### src/rtl/hazard_controller.sv
// rtl/hazard_controller.sv - RV32I five-stage hazard, forwarding and memory wait-state controller
module hazard_controller #(
    parameter int MEM_TIMEOUT = 64,
    parameter int CNT_W       = 32
) (
    input  logic             clk,
    input  logic             rst,
    input  logic [4:0]       rs1_D,
    input  logic [4:0]       rs2_D,
    input  logic [4:0]       rs1_E,
    input  logic [4:0]       rs2_E,
    input  logic [4:0]       rd_E,
    input  logic [4:0]       rd_M,
    input  logic [4:0]       rd_W,
    input  logic             ctrl_result_E,
    input  logic             ctrl_register_file_WE_M,
    input  logic             ctrl_register_file_WE_W,
    input  logic             pc_src_E,
    input  logic             mem_req_M,
    input  logic             mem_ready,
    output logic             stall_F,
    output logic             stall_D,
    output logic             stall_E,
    output logic             stall_M,
    output logic             flush_D,
    output logic             flush_E,
    output logic             flush_W,
    output logic [1:0]       forward_A_E,
    output logic [1:0]       forward_B_E,
    output logic             mem_error,
    output logic [CNT_W-1:0] stall_count
);

    localparam int WCW = $clog2(MEM_TIMEOUT);
    localparam logic [WCW-1:0] WAIT_LAST = WCW'(MEM_TIMEOUT - 1);

    typedef enum logic {ST_IDLE, ST_WAIT} state_t;

    state_t         state;
    state_t         state_next;
    logic [WCW-1:0] wait_cnt;
    logic           timeout;
    logic           mem_stall;
    logic           lw_stall;

    // M-stage result is younger than W, so it wins when both match
    always_comb begin
        forward_A_E = 2'b00;
        if (ctrl_register_file_WE_M && rd_M != 5'd0 && rd_M == rs1_E)
            forward_A_E = 2'b10;
        else if (ctrl_register_file_WE_W && rd_W != 5'd0 && rd_W == rs1_E)
            forward_A_E = 2'b01;
    end

    always_comb begin
        forward_B_E = 2'b00;
        if (ctrl_register_file_WE_M && rd_M != 5'd0 && rd_M == rs2_E)
            forward_B_E = 2'b10;
        else if (ctrl_register_file_WE_W && rd_W != 5'd0 && rd_W == rs2_E)
            forward_B_E = 2'b01;
    end

    assign lw_stall = ctrl_result_E && (rd_E != 5'd0) && (rd_E == rs1_D || rd_E == rs2_D);
    assign timeout  = (state == ST_WAIT) && (wait_cnt == WAIT_LAST);

    always_ff @(posedge clk or posedge rst) begin
        if (rst)
            state <= ST_IDLE;
        else
            state <= state_next;
    end

    // The request is not re-examined in WAIT: M is frozen so it cannot change
    always_comb begin
        state_next = state;
        case (state)
            ST_IDLE: if (mem_req_M && !mem_ready) state_next = ST_WAIT;
            ST_WAIT: if (mem_ready || timeout)    state_next = ST_IDLE;
            default: state_next = ST_IDLE;
        endcase
    end

    // Reset gates the freeze so an aborted access releases the pipeline at once
    always_comb begin
        mem_stall = !rst && (((state == ST_IDLE) && mem_req_M && !mem_ready) ||
                             ((state == ST_WAIT) && !mem_ready && !timeout));
        stall_F = 1'b0;
        stall_D = 1'b0;
        stall_E = 1'b0;
        stall_M = 1'b0;
        flush_D = 1'b0;
        flush_E = 1'b0;
        flush_W = 1'b0;
        if (mem_stall) begin
            stall_F = 1'b1;
            stall_D = 1'b1;
            stall_E = 1'b1;
            stall_M = 1'b1;
            flush_W = 1'b1;
        end else if (pc_src_E) begin
            flush_D = 1'b1;
            flush_E = 1'b1;
        end else if (lw_stall) begin
            stall_F = 1'b1;
            stall_D = 1'b1;
            flush_E = 1'b1;
        end
    end

    // Held at zero in IDLE, so it is already clear on the first WAIT cycle
    always_ff @(posedge clk or posedge rst) begin
        if (rst)
            wait_cnt <= '0;
        else if (state == ST_IDLE)
            wait_cnt <= '0;
        else
            wait_cnt <= wait_cnt + 1'b1;
    end

    always_ff @(posedge clk or posedge rst) begin
        if (rst)
            mem_error <= 1'b0;
        else if (timeout && !mem_ready)
            mem_error <= 1'b1;
    end

    always_ff @(posedge clk or posedge rst) begin
        if (rst)
            stall_count <= '0;
        else if (stall_F && stall_count != {CNT_W{1'b1}})
            stall_count <= stall_count + 1'b1;
    end

endmodule

### config.mk
export PLATFORM = sky130hd
export DESIGN_NAME = hazard_controller
export DESIGN_NICKNAME = d
export VERILOG_FILES = /design/src/rtl/hazard_controller.sv
export SDC_FILE = /design/constraint.sdc
export NUM_CORES = 1
export LEC_CHECK = 0
export ABC_AREA = 1
export CAP_MARGIN = 5
export CORE_UTILIZATION = 52
export DETAILED_ROUTE_END_ITERATION = 7
export PLACE_DENSITY = 0.87
export SLEW_MARGIN = 20
export SYNTH_ARGS = -nofsm -noshare
export SYNTH_HDL_FRONTEND = slang
export SYNTH_SLANG_ARGS = --single-unit
### constraint.sdc
create_clock -name clk -period 6.2 [get_ports clk]
set_clock_uncertainty 0.05 [all_clocks]
set_input_delay 1.86 -clock clk [delete_from_list [all_inputs] [get_ports clk]]
set_output_delay 1.86 -clock clk [all_outputs]
set_load 0.03 [all_outputs]
==> impl_results.md <==
- Initial Utilization: 54.1%
- Clock latency on the worst-skew pair: 0.29 ns
- H-tree depth: 2
- Total clock sinks: 40
- I/O pin total: 87
- Max VDD drop: 104 uV
- Outcome: complete, no violations
- Gate power share: 26.5%
- Ratio of cells with drive above 1 in the final layout: 5.22%
- Fin area: 3960 um2
- Fin. Hold Viols: 0
- Most used cell, CP: clkdlybuf4s50_1
- GPL Wtd Cong: 0.909
- Clk root buf: clkbuf_8
- Routed WL per cell: 12.1 um
- Post-Layout Cell Count: 608
- First-pass GRT wire length: 12,700 um
- Vias: 3,132
- PwrDens: 173 nW/um2
- Synth warn: 0
- Multi-input gate area: 1690 um2
- Setup crit end: forward_A_E[1]
- Clock transition at path regs: 0.07 ns
- Initial antenna violation count: 0
- Vias in the first global route: 2,951
- Placed insts: 600
- Wirelength, routed: 7380 um
- Synth area leader: dfrtp_1
- GRT overflow: 0
- # rows: 27
- CTS Buffer Depth: 2
- Fraction of registers with async set/reset: 100%
- CTS Hold Bufs: 0
- Synth top area cells: dfrtp_1 34%, nand2_1 20%, nand3_1 8.6%, inv_1 6.3%, nor2_1 6.2%
- Final setup TNS: 0 ns
- Switching pwr: 209 uW
- Crit path required time: 4.29 ns
- Syn-to-layout area delta: 32.6%
- Critical path cell sequence: clkdlybuf4s50_1 > nor2_1 > nand2_1 > o21ai_0 > nor4_1 > clkdlybuf4s50_1
- Largest net degree at the start of global routing: 47
- Synth top area share: 33.6%
- Die Y: 77.7 um
- LEAKAGE: 0.00185 uW
- Worst-path maximum fanout: 3
- Number of diodes: 0
- Metal2 WL: 3660 um
- Num CTS Buffers: 5
- Total GRT Usage: 26.2%
- CP Launch Type: primary input
- Full die area: 6040 um2
- Period utilisation layout: 90.6%
- R2r endpoint: stall_count[0]
- Seq/Total Area, Yosys: 33.6%
- Setup violators final: 0
- Sequential share of power: 43.0%
- Area after DPL: 3850 um2
- Seq cells post-synth: 40
- Tightest Pin Transition: 0.528 ns
- HP Class: reg2reg
- F_max: 0.178 GHz
- DR iter-0 viols: 169
- Post-synth EDFFs: 0
- Commonest non-fill, non-tap cells in the layout: 160 x nand2_1, 81 x clkdlybuf4s50_1, 51 x nand3_1
- Total of fill cells in the finished design: 449
- Delay of the slowest critical-path stage: 0.74 ns
- Mapped Avg Cell Area: 6.61 um2
- Die width: 77.7 um
- Syn_nets: 496
- Reg2reg setup slack: 3.94 ns
- Syn Std Cell Area: 2980 um2
- Final Critical Period: 5.62 ns
- Max-slew headroom: 64.5%
- Top sig layer: met4
- Syn Inst Count: 451
- Via-to-Cell Ratio: 5.15
- Routed wl met3: 385 um
- Setup crit start: rd_M[2]
- DP Wirelength: 5810 um
- Setup crit end kind: output port
- Main synth FF type: dfrtp_1
- Min-delay src: wait_cnt[0]
- PostCTS Resize Cnt: 0
- Worst EP arrival: 3.71 ns
- Max-cap violations: 0
- NumNets Final: 580
- Int Pwr: 474 uW
- Commonest non-fill, non-tap cell in the layout: nand2_1
- Crit-path slowest cell: clkdlybuf4s50_1
- Residual DRC count: 0
- I/O Buffers: 86
- Post-CTS Setup Bufs: 0
- DRT Pass-1 Iters: 4
- Synth cell types: 26
- RSZ-0062 raised after global routing: no
- Switching Share: 30.6%
- Max Slew Vio Count: 0
- Worst reg2reg path depth: 12
- Clock power share: 30.5%
- M1 wire length: 3120 um
- Core ar.: 5510 um2
- Sequential cell area: 1000 um2
- Routed Antenna Nets: 0
- Kind of critical path: in2out
- Origin of the critical flop-to-flop path: wait_cnt[0]
- TritonCTS clock tree: built
- Pre-CTS setup slack: 0.587 ns
- Setup WS post-layout: 0.580 ns
-- critical path: cells and delay by family --
kind / cells / cell delay, ns
buf+inv: 2 / 1.27
compound gates: 1 / 0.10
simple gates: 3 / 0.48
-- metrics by stage --
step / hold slack, ns / util (%) / power [uW]
after global routing: 0.438 / 71.8 / 718
after floorplan: 0.382 / - / 403
final: 0.411 / 71.8 / 682
after CTS: 0.413 / 71.8 / 687
after global placement: 0.398 / 69.9 / 472
after detailed placement: 0.403 / 69.9 / 480
-- metal layers --
layer / GRT usage [%] / vias to the layer above
li1: - / 1580
met1: 31.4 / 1425
met2: 46.1 / 108
met4: 10.8 / 0
met5: 0 / -
met3: 4.35 / 19
-- cell families after synthesis --
family                   count (synthesis)  share of synthesized area, %
buffers and inverters                   65                          9.74
XOR/XNOR                                37                          10.9
AO/OA/AOI/OAI                            8                          1.43
AND/OR/NAND/NOR                        299                          43.6
flip-flops                              40                          33.6
adder cells (fa/ha/maj)                  2                         0.839
-- power groups by stage --
stage | combinational [uW] | sequential (uW) | clock (uW)
after floorplan | 84.3 | 319 | 0
after global placement | 175 | 297 | 0
after detailed placement | 182 | 298 | 0
after CTS | 182 | 293 | 213
after global routing | 197 | 295 | 226
final | 181 | 293 | 208
-- area by class of cell --
class / instances / area share (%)
Multi-Input combinational cell: 346 / 42.7
Sequential cell: 40 / 25.3
Clock inverter: 2 / 0.886
Inverter: 54 / 5.12
Timing Repair Buffer: 88 / 21.8
Clock buffer: 6 / 1.83
Tap cell: 72 / 2.28
-- worst min path at each step --
stage,endpoint,slack (ns),cells after the start
2_1_floorplan,wait_cnt[0],0.38,1
3_3_place_gp,wait_cnt[0],0.40,1
3_5_place_dp,wait_cnt[0],0.40,1
4_1_cts,wait_cnt[0],0.41,1
5_1_grt,wait_cnt[0],0.44,1
6_report,wait_cnt[0],0.41,1
-- flip-flops by register name, indices dropped and copies added (netlist names) --
| register | count |
|---|---|
| mem_error | 1 |
| stall_count | 32 |
| state | 1 |
| wait_cnt | 6 |
-- synthesized netlist by cell type (4+ instances only) --
library cell	instances
nand2_1	160
nand3_1	51
inv_1	50
nor2_1	49
dfrtp_1	40
xnor2_1	20
xor2_1	17
nor3_1	11
nand4_1	10
buf_4	8
inv_2	4
o21ai_0	4
Note: power is estimated with default switching activity, not from simulation.
